`src/rtl/flow_row_scheduler.sv`:
```
// flow_row_scheduler: round-robin, row-granular multiplexer of FLUX pixel
// sources onto one tagged datapath write port ({flow_id, pel}).
// A grant covers one full row of the flow's extended block. The row is held
// until it completes, and a flow retires after ext_size*ext_size pixels.
module flow_row_scheduler #(
    parameter int FLUX   = 4,
    parameter int DATA_W = 8,
    parameter int SIZE_W = 7,
    localparam int TAG_W = (FLUX > 1) ? $clog2(FLUX) : 1
) (
    input  logic                      clk,
    input  logic                      rst,
    input  logic                      cfg_write,
    input  logic [TAG_W+SIZE_W-1:0]   cfg_din,
    output logic                      cfg_err,
    input  logic [FLUX*DATA_W-1:0]    src_din,
    input  logic [FLUX-1:0]           src_valid,
    output logic [FLUX-1:0]           src_ready,
    output logic [TAG_W+DATA_W-1:0]   out_din,
    output logic                      out_write,
    input  logic [FLUX-1:0]           out_full,
    output logic [FLUX-1:0]           flow_done,
    output logic                      busy
);

    localparam int CNT_W = 2 * SIZE_W;

    typedef enum logic [1:0] {IDLE, SELECT, STREAM} state_t;

    state_t                 state_q, state_d;
    logic [TAG_W-1:0]       rr_ptr_q;
    logic [TAG_W-1:0]       cur_q;
    logic [SIZE_W-1:0]      row_cnt_q;
    logic [FLUX-1:0]        active_q;
    logic                   cfg_err_q;
    logic [SIZE_W-1:0]      row_len_q   [FLUX];
    logic [CNT_W-1:0]       remaining_q [FLUX];

    logic [TAG_W-1:0]       cfg_flow;
    logic [SIZE_W-1:0]      cfg_size;
    logic [CNT_W-1:0]       cfg_size_w;
    logic                   cfg_ok;
    logic [FLUX-1:0]        eligible;
    logic                   grant_found;
    logic [TAG_W-1:0]       grant_idx;
    logic                   xfer;
    logic                   row_end;
    logic                   last_px;
    logic [FLUX-1:0]        cur_onehot;

    assign cfg_flow   = cfg_din[SIZE_W +: TAG_W];
    assign cfg_size   = cfg_din[SIZE_W-1:0];
    assign cfg_size_w = CNT_W'(cfg_size);

    assign eligible   = active_q & src_valid & ~out_full;
    assign cur_onehot = FLUX'(1) << cur_q;

    // The current row moves one pixel whenever its source has data and its FIFO has room.
    assign xfer    = (state_q == STREAM) && src_valid[cur_q] && !out_full[cur_q];
    assign row_end = xfer && (row_cnt_q == SIZE_W'(1));
    assign last_px = row_end && (remaining_q[cur_q] == CNT_W'(1));

    // A flow retiring this cycle is still active, so the active check also covers that case.
    assign cfg_ok = cfg_write && (cfg_size != '0) && !active_q[cfg_flow]
                    && !(last_px && (cur_q == cfg_flow));

    // Zero-latency datapath: everything is gated by xfer so idle cycles drive zeros.
    assign out_write = xfer;
    assign out_din   = xfer ? {cur_q, src_din[cur_q*DATA_W +: DATA_W]} : '0;
    assign src_ready = xfer ? cur_onehot : '0;
    assign flow_done = last_px ? cur_onehot : '0;
    assign cfg_err   = cfg_err_q;
    assign busy      = |active_q;

    // Round-robin pick: scan from rr_ptr+1 circularly, rr_ptr itself last.
    always_comb begin
        // NOTE: every signal written here gets a default first, so no path infers a latch.
        grant_found = 1'b0;
        grant_idx   = '0;
        for (int i = 1; i <= FLUX; i++) begin
            if (!grant_found && eligible[(int'(rr_ptr_q) + i) % FLUX]) begin
                grant_found = 1'b1;
                grant_idx   = TAG_W'((int'(rr_ptr_q) + i) % FLUX);
            end
        end
    end

    // Next-state logic for the grant/stream sequencer.
    always_comb begin
        state_d = state_q;
        case (state_q)
            IDLE:    if (active_q != '0) state_d = SELECT;
            SELECT: begin
                if (active_q == '0)   state_d = IDLE;
                else if (grant_found) state_d = STREAM;
            end
            STREAM:  if (row_end) state_d = SELECT;
            default: state_d = IDLE;
        endcase
    end

    // State, counters and per-flow configuration tables.
    always_ff @(posedge clk or posedge rst) begin
        if (rst) begin
            state_q   <= IDLE;
            rr_ptr_q  <= '0;
            cur_q     <= '0;
            row_cnt_q <= '0;
            active_q  <= '0;
            cfg_err_q <= 1'b0;
            // NOTE: the per-flow tables are a handful of registers, so they reset with the rest.
            for (int f = 0; f < FLUX; f++) begin
                row_len_q[f]   <= '0;
                remaining_q[f] <= '0;
            end
        end else begin
            // NOTE: all state here uses nonblocking assignments so every read sees pre-edge values.
            state_q   <= state_d;
            cfg_err_q <= cfg_write && !cfg_ok;

            if (state_q == SELECT && grant_found) begin
                cur_q     <= grant_idx;
                row_cnt_q <= row_len_q[grant_idx];
            end

            if (xfer) begin
                row_cnt_q          <= row_cnt_q - SIZE_W'(1);
                remaining_q[cur_q] <= remaining_q[cur_q] - CNT_W'(1);
                if (row_end) rr_ptr_q        <= cur_q;
                if (last_px) active_q[cur_q] <= 1'b0;
            end

            // Accepted writes only target inactive flows, so they never collide with cur_q.
            if (cfg_ok) begin
                row_len_q[cfg_flow]   <= cfg_size;
                remaining_q[cfg_flow] <= cfg_size_w * cfg_size_w;
                active_q[cfg_flow]    <= 1'b1;
            end
        end
    end

endmodule

```
`config.mk`:
```
export PLATFORM = sky130hd
export DESIGN_NAME = flow_row_scheduler
export DESIGN_NICKNAME = d
export VERILOG_FILES = /design/src/rtl/flow_row_scheduler.sv
export SDC_FILE = /design/constraint.sdc
export NUM_CORES = 1
export LEC_CHECK = 0
export CAP_MARGIN = 20
export CORE_UTILIZATION = 50
export CTS_BUF_LIST = sky130_fd_sc_hd__clkbuf_16
export DETAILED_ROUTE_END_ITERATION = 7
export HOLD_SLACK_MARGIN = 0.03
export PLACE_DENSITY_LB_ADDON = 0.1
export RECOVER_POWER = 100
export SYNTH_ARGS = -nofsm -noshare
export SYNTH_HDL_FRONTEND = slang
export SYNTH_SLANG_ARGS = --single-unit
```
`constraint.sdc`:
```
create_clock -name clk -period 3.3 [get_ports clk]
set_clock_uncertainty 0.05 [all_clocks]
set_input_delay 0.825 -clock clk [delete_from_list [all_inputs] [get_ports clk]]
set_output_delay 0.825 -clock clk [all_outputs]
set_load 0.005 [all_outputs]
```
After elaboration in Yosys (flattened, before gate mapping)
Index checks and enable logic that the tools add are counted.
{"block": "totals", "regBits": 102, "inputBits": 52, "output_inout_bits": 21, "word_cells": 153}
{"block": "op_classes", "n_addsub": 6, "multipliers": 1, "order_cmp": 13, "n_eq_ne": 8, "shift": 2, "n_mux": 60, "bitwise_logic": 13, "n_reduce_logical": 36}
{"operator": "bitwise mux 56 bit", "count": 2}
{"operator": "two-way mux 56 bit", "count": 2}
{"operator": "demux 14 bit (select 2 bit)", "count": 2}
{"operator": "two-way mux 14 bit", "count": 4}
{"operator": "two-way mux 7 bit", "count": 5}
{"operator": "indexed part select 32 x 6 -> 8 bit", "count": 1}
{"operator": "binary-select mux 14 bit (select 2 bit)", "count": 1}
{"operator": "bitwise mux 28 bit", "count": 1}
{"operator": "two-way mux 4 bit", "count": 5}
{"operator": "logical AND 1 bit", "count": 17}
{"operator": "two-way mux 1 bit", "count": 17}
{"operator": "< comparator 3 x 4 -> 1 bit (second input constant)", "count": 4}
{"operator": "two-way mux 2 bit", "count": 8}
{"operator": "binary-select mux 1 bit (select 2 bit)", "count": 7}
{"operator": "binary-select mux 7 bit (select 2 bit)", "count": 1}
{"operator": "demux 7 bit (select 2 bit)", "count": 1}
{"operator": "equality test 14 x 1 -> 1 bit (second input constant)", "count": 1}
{"operator": "multiplier 7 x 7 -> 14 bit", "count": 1}
{"operator": "subtractor 14 x 1 -> 14 bit (second input constant)", "count": 1}
{"operator": "bitwise AND 4 bit", "count": 3}
{"operator": "two-way mux 10 bit", "count": 1}
{"operator": ">= comparator 3 bit (second input constant)", "count": 3}
{"operator": "NOT 2 -> 3 bit", "count": 3}
{"operator": "NOT 4 bit", "count": 2}
{"operator": "other kinds (27)", "count": 46}

Logic depth before layout (Yosys ltp)
Gate-level depths: netlist of the first run.
{"block": "logic_depth", "ltp_word": 22, "mapped_depth": 17, "depth_no_buf": 16}

Worst setup path after synthesis of the first run
Ideal clock, no wire load.
{"block": "synth_timing", "path_type": "input to register", "from": "in cfg_din[4]", "to": "reg remaining_q[12] (netlist name)", "setup_time_ns": 0.146, "t_arrival_ns": 4.731, "t_required_ns": 3.104, "path_slack_ns": -1.627, "stages": 17, "path_cell_list": "clkbuf_1 -> inv_1 -> nor2_1 -> ha_1 -> xor2_1 -> fa_1 -> inv_1 -> fa_1 -> inv_1 -> fa_1 -> inv_1 -> ha_1 -> and3_1 -> a21bo_2 -> nor4bb_1 -> a311oi_1 -> mux2i_1"}
{"block": "synth_between", "elab_chain_cells": 5}
{"item": "start, declared", "line_no": "14", "source": "input logic [TAG_W+SIZE_W-1:0] cfg_din,"}
{"item": "branches (longest 4 deep; another with multiplier 7 x 7 -> 14 bit)"}
{"item": "two-way mux 56 bit (*)", "line_no": "134", "source": "if (cfg_ok) begin"}
{"item": "end signal, assigned by index", "line_no": "128", "source": "remaining_q[cur_q] <= remaining_q[cur_q] - CNT_W'(1);"}
{"item": "end signal, assigned by index", "line_no": "136", "source": "remaining_q[cfg_flow] <= cfg_size_w * cfg_size_w;"}
{"item": "end, declared", "line_no": "37", "source": "logic [CNT_W-1:0] remaining_q [FLUX];"}
Mark *: on every way between the ends.
A chain may end at the register's enable or synchronous reset.

Worst setup path in the final report of the first run
{"block": "layout_timing", "from": "in cfg_din[4]", "to": "reg remaining_q[55] (netlist name)"}
Same word-level chain as after synthesis.

==> impl_metrics.yaml, run 1 <==
status:
  status: "complete, but fails checks"
  failed_checks: "negative setup slack"
clock_network:
  cts_tree: "yes"
  cts_max_path_buffers: 2
  cts_sinks: 102
  h-tree-depth: 3
  cts_buffers: 9
  cts_root_buf: "clkbuf_16"
  cts.clk_slew.worst_paths_ns: 0.07
  clock_latency_ns: 0.36
drt:
  drtPass1Iterations: 5
  wl_mm: 23.8
  via_per_inst: 5.95
  first_iter_violations: 462
  wl_per_cell_um: 21.1
  drc: 0
  num_vias: 6731
  postRouteAntennaNets: 0
setup_path:
  critPathBufInv: 7
  cp_top_family: "adder cells"
  path_max_fanout: 4
  critical_path_arrival_ns: 4.36
  r2r_start: "cur_q[0]"
  required_ns: 3.48
  crit_start: "cfg_din[4]"
  critPathSlowestCell: "fa_1"
  path_class: "in2reg"
  worstSetupEndpointType: "flip-flop"
  critPathLaunchType: "primary input"
  crit_chain: "buf_12 > inv_8 > nor2_4 > ha_4 > xor2_2 > fa_1 > inv_2 > fa_1 > inv_2 > fa_1 > inv_2 > ha_4 > and3_4 > buf_6 > a21boi_4 > a221oi_2 > xor2_1 > buf_4 > o22ai_2"
  slowest_delay_ns: 0.51
placement:
  hpwl_mm: 15.0
  io_buffers: 72
  placed_cells: 1042
  place_congestion: 0.895
final_layout:
  post-route-util: 0.782
  final_common_cell: "buf_4"
  syn_to_final_growth_pct: 51.6
  diodes: 0
  final_cell_mix: "buf_4, dfrtp_1, mux2i_1"
  final_layout_size_suffix_gt1_frac: 0.450
  final_nets: 1040
  final_cells: 1131
min_path:
  hp-start: "state_q[0]"
  worst_hold_path_type: "reg2reg"
synth:
  ys.warnings.count: 0
  synth_edf_count: 0
  yosysSeqAreaShare: 0.354
  synthArstFlopShare: 1.00
  synth-simple-area-share: 0.144
  synth_fa_ha_area_frac: 0.0853
  syn_area_um2: 7220
  ys.flop_type: "dfrtp_1"
  synth_compound_area_frac: 0.128
  yosysUniqueCellTypes: 65
  synth_top_family_by_area: "multiplexers"
  syn_nets: 792
  syn_inst: 698
  syn_area_per_cell_um2: 10.3
  synth_xor_area_frac: 0.0328
  synth.ff_latch_count: 102
  yosys-mux-area-fraction: 0.203
power:
  p_per_area_nw_per_um2: 744
  internal_power_mw: 4.92
  seq_power_share: 0.233
  p_leak_nw: 4.99
  p_sw_mw: 3.22
  p_sw_frac: 0.396
  max-vdd-ir-drop_v: 0.000491
  pwr-share-clk: 0.137
  p_comb_frac: 0.630
grt:
  grt_antenna_before_repair: 0
  grt_max_degree: 53
  grt_pass1_wl_mm: 36.9
  grt_usage: 0.328
  grt_overflow: 0
  grt_pass1_vias: 6944
timing:
  tightestPinTransition_ns: 1.21
  fin_crit_ns: 4.18
  maxSlewHeadroom: 0.188
  finalHoldViolCount: 0
  period_share: 1.27
  rsz0062_at_grt: "yes"
  setup_ws_ns: -0.883
  drv_slew: 0
  setup_violations: 107
  fmaxAchievable_mhz: 239
floorplan:
  coreArea_um2: 14000
  io_pins: 73
  rows: 43
  initial_core_util: 0.516
  die_w_um: 122
  dieArea_um2: 14900
  dieHeight_um: 122
job:
  drv_cap: 0
-- through the flow --
step | TNS (ns) | hold WS, ns | area (um^2) | worst slack [ns] | power [mW]
2_1_floorplan | -30.92 | 0.399 | 7470 | -1.18 | 4.30
3_3_place_gp | -100.58 | 0.413 | 9200 | -1.81 | 5.69
3_5_place_dp | -106.38 | 0.428 | 9200 | -1.93 | 5.82
4_1_cts | -46.26 | 0.421 | 10600 | -1.00 | 7.53
5_1_grt | -47.96 | 0.459 | 10900 | -1.01 | 8.57
6_report | -41.29 | 0.433 | 10900 | -0.883 | 8.14
-- layout make-up --
class | instances | area [um^2]
fillers | 845 | 3050
well taps | 180 | 225
flip-flops and latches | 102 | 2560
inverters | 47 | 191
clock buffers | 9 | 225
multi-input cells | 511 | 5020
clock inverters | 7 | 80.1
repair inverters | 1 | 5.00
repair buffers | 274 | 2630
-- metal layers --
layer / global-route usage / vias up / share of wire
met5: 0 / - / 0
met4: 0.143 / 0 / 0.036
met3: 0.0693 / 60 / 0.057
met2: 0.553 / 245 / 0.49
met1: 0.405 / 3418 / 0.41
li1: - / 3008 / -
-- power by group through the flow --
stage          combinational, mW  sequential (mW)  clock [mW]
3_5_place_dp                3.89             1.92           0
3_3_place_gp                3.79             1.90           0
2_1_floorplan               2.48             1.82           0
4_1_cts                     4.53             1.87        1.12
5_1_grt                     5.46             1.93        1.18
6_report                    5.12             1.90        1.12
-- state kept, by name (all words and copies together) (netlist names) --
register / cells
remaining_q: 56
row_len_q: 28
row_cnt_q: 7
active_q: 4
cur_q: 2
rr_ptr_q: 2
state_q: 2
cfg_err: 1
-- path summary, 6_finish.rpt --
path                              endpoint  slack [ns]  cells after the start
min                             state_q[0]        0.43                      1
max                        remaining_q[55]       -0.88                     19
max in group asynchronous  remaining_q[24]        0.35                      3
min reg2reg                     state_q[0]        0.43                      1
min in group asynchronous      active_q[3]        1.11                      2
max reg2reg                remaining_q[22]       -0.31                     11
-- what timing repair did --
action                     in CTS  in global routing
hold buffers                    0                  0
resized for setup             255                105
setup buffers                  64                 36
setup endpoints to repair     108                110
cloned                          8                  0
pin swaps                      48                 52
-- worst register-to-register path: stages (launching register included) --
cell and delay, ns:
dfrtp_4 0.51, buf_12 0.16, buf_6 0.12, buf_6 0.10, mux4_2 0.45, buf_6 0.14, or4_4 0.53, or4_4 0.55
o2111a_2 0.37, clkbuf_16 0.20, a211oi_1 0.24, a21o_1 0.12
-- kinds of logic after synthesis --
kind of cell,count (synthesis)
multiplexers,107
flip-flops,102
AO/OA/AOI/OAI,135
adder cells (fa/ha/maj),42
XOR/XNOR,27
buffers and inverters,85
AND/OR/NAND/NOR,200
-- Yosys cell counts, types with 4 or more instances --
library cell / count / area (um^2)
o22ai_1: 9 / 56.3
nand2b_1: 8 / 50.1
or2_2: 5 / 31.3
mux2_4: 18 / 270
mux2_2: 7 / 78.8
a21oi_1: 15 / 75.1
and2_1: 23 / 144
nor2_1: 54 / 203
nand3b_1: 6 / 45.0
a211oi_2: 4 / 50.1
xor2_1: 8 / 70.1
o21ai_0: 34 / 170
buf_2: 5 / 25.0
mux2i_1: 53 / 531
nor4_1: 4 / 25.0
nand4_1: 5 / 31.3
and3_1: 7 / 43.8
mux4_2: 23 / 518
mux2_1: 6 / 67.6
xnor2_1: 19 / 166
a211oi_1: 14 / 105
a21boi_0: 4 / 30.0
buf_6: 6 / 67.6
o21bai_1: 4 / 30.0
a21o_1: 13 / 97.6
o21ai_1: 11 / 55.1
nor2b_1: 5 / 31.3
fa_1: 12 / 240
nand3_1: 7 / 35.0
inv_1: 46 / 173
ha_1: 30 / 375
clkbuf_1: 20 / 75.1
dfrtp_1: 102 / 2550
nand2_1: 46 / 173
buf_1: 4 / 15.0
nor3_1: 9 / 45.0
nor3b_1: 4 / 30.0
Note: power is estimated with default switching activity, not from simulation.
==> run 2: changes to the inputs <==
--- a/config.mk
+++ b/config.mk
@@ -6,12 +6,15 @@
 export NUM_CORES = 1
 export LEC_CHECK = 0
 export CAP_MARGIN = 20
-export CORE_UTILIZATION = 50
+export CELL_PAD_IN_SITES_DETAIL_PLACEMENT = 0
+export CELL_PAD_IN_SITES_GLOBAL_PLACEMENT = 1
+export CORE_UTILIZATION = 41
 export CTS_BUF_LIST = sky130_fd_sc_hd__clkbuf_16
 export DETAILED_ROUTE_END_ITERATION = 7
 export HOLD_SLACK_MARGIN = 0.03
 export PLACE_DENSITY_LB_ADDON = 0.1
 export RECOVER_POWER = 100
+export SKIP_LAST_GASP = 1
 export SYNTH_ARGS = -nofsm -noshare
 export SYNTH_HDL_FRONTEND = slang
 export SYNTH_SLANG_ARGS = --single-unit
==> run 2 against run 1 <==
  * Via count down 3.5%
  * Fmax down 1.6%
  * Power down 6.3%
  * The flow still finishes with violations (negative setup slack)
  * Design area down 1.7%
==> impl_metrics.yaml, run 2 (synthesis results as in run 1) <==
timing:
  tightestPinTransition_ns: 1.44
  period_share: 1.29
  drv_slew: 0
  fin_crit_ns: 4.25
  setup_violations: 107
  finalHoldViolCount: 0
  fmaxAchievable_mhz: 235
  maxSlewHeadroom: 0.0406
  rsz0062_at_grt: "yes"
  setup_ws_ns: -0.949
setup_path:
  path_class: "in2reg"
  path_max_fanout: 4
  critical_path_arrival_ns: 4.44
  critPathLaunchType: "primary input"
  required_ns: 3.49
  worstSetupEndpointType: "flip-flop"
grt:
  grt_usage: 0.265
  grt_pass1_wl_mm: 36.6
  grt_pass1_vias: 6653
  grt_antenna_before_repair: 0
  grt_overflow: 0
  grt_max_degree: 103
power:
  pwr-share-clk: 0.148
  p_comb_frac: 0.606
  p_sw_frac: 0.396
  p_sw_mw: 3.02
  max-vdd-ir-drop_v: 0.000520
  p_leak_nw: 4.88
  p_per_area_nw_per_um2: 709
  p_total_mw: 7.62
  seq_power_share: 0.246
  internal_power_mw: 4.61
status:
  status: "complete, but fails checks"
  failed_checks: "negative setup slack"
final_layout:
  diodes: 0
  post-route-util: 0.624
  final_layout_size_suffix_gt1_frac: 0.409
  syn_to_final_growth_pct: 48.9
  final_cells: 1167
  final_cell_mix: "buf_4, dfrtp_1, mux2i_1"
  largest_register_ffs: 56
  final_nets: 1031
  final_common_cell: "buf_4"
  top_register: "remaining_q"
  fill_cells: 1383
  top_regs: "remaining_q: 56 flops, row_len_q: 28 flops, row_cnt_q: 7 flops"
floorplan:
  die_w_um: 135
  rows: 48
  coreArea_um2: 17200
  dieHeight_um: 135
  io_pins: 73
  dieArea_um2: 18100
  initial_core_util: 0.419
placement:
  place_congestion: 0.879
  placed_cells: 1081
  io_buffers: 72
  hpwl_mm: 15.5
clock_network:
  cts_max_path_buffers: 2
  cts_buffers: 9
  cts_sinks: 102
  clock_latency_ns: 0.36
  postCtsHoldBufs: 0
  cts.clk_slew.worst_paths_ns: 0.07
  h-tree-depth: 3
  cts_root_buf: "clkbuf_16"
  cts_tree: "yes"
job:
  drv_cap: 0
drt:
  wl_mm: 23.2
  first_iter_violations: 438
  num_vias: 6495
  drc: 0
  drtPass1Iterations: 5
  wl_per_cell_um: 19.9
  postRouteAntennaNets: 0
  via_per_inst: 5.57
min_path:
  worst_hold_path_type: "reg2reg"
## run 2: power by group through the flow
stage	Clock [mW]	Sequential [mW]	Combinational, mW
5_1_grt	1.19	1.92	5.03
2_1_floorplan	0	1.82	2.48
3_3_place_gp	0	1.88	3.81
3_5_place_dp	0	1.90	3.90
4_1_cts	1.14	1.87	4.31
6_report	1.13	1.88	4.62
## run 2: path summary, 6_finish.rpt
kind | startpoint | endpoint | slack [ns] | depth (start not counted)
setup / recovery | cfg_din[6] | remaining_q[40] | -0.95 | 18
hold / removal | state_q[0] | state_q[0] | 0.44 | 1
setup reg to reg | cur_q[0] | row_len_q[1] | -0.46 | 11
hold reg to reg | state_q[0] | state_q[0] | 0.44 | 1
max in group asynchronous | rst | row_cnt_q[2] | 0.87 | 3
min in group asynchronous | rst | remaining_q[43] | 1.43 | 3
## run 2: through the flow
stage	instance area (um^2)	hold WS, ns	setup TNS [ns]	worst slack [ns]
global placement	9240	0.419	-100.78	-1.82
CTS	10400	0.441	-35.45	-0.953
floorplan	7470	0.399	-30.92	-1.18
detailed placement	9240	0.425	-106.03	-2.02
finish	10700	0.435	-48.40	-0.949
global route	10700	0.468	-57.48	-1.00
## run 2: area by class of cell
| type | count | area [um^2] | share of cell area |
|---|---|---|---|
| Multi-Input combinational cell | 511 | 4900 | 0.456 |
| Sequential cell | 102 | 2550 | 0.237 |
| Timing Repair Buffer | 265 | 2500 | 0.233 |
| Tap cell | 225 | 282 | 0.0262 |
| Clock buffer | 9 | 225 | 0.0210 |
| Inverter | 47 | 196 | 0.0183 |
| Clock inverter | 7 | 81.3 | 0.00757 |
| Timing Repair inverter | 1 | 5.00 | 0.000466 |
## run 2: critical path, stage by stage
cell and delay [ns]:
buf_8 0.09, nand2_4 0.05, xor2_1 0.15, ha_1 0.28, inv_2 0.04, fa_1 0.53
inv_1 0.05, fa_1 0.47, inv_1 0.05, fa_1 0.49, inv_2 0.05, ha_4 0.26
and3_4 0.17, a21bo_4 0.23, nor4bb_4 0.15, a311oi_2 0.32, buf_4 0.19, mux2i_1 0.07
## run 2: metal layers
metal / GRT usage / part of all wire / vias up
met3: 0.0379 / 0.041 / 49
li1: - / - / 2987
met1: 0.350 / 0.44 / 3290
met4: 0.110 / 0.033 / 0
met5: 0 / 0 / -
met2: 0.436 / 0.48 / 169
## run 2: timing repair
item / 4_1_cts / 5_1_grt
pin swaps: 37 / 44
setup endpoints to repair: 108 / 106
buffers inserted: 55 / 23
resized for setup: 178 / 78
gates cloned: 5 / 4
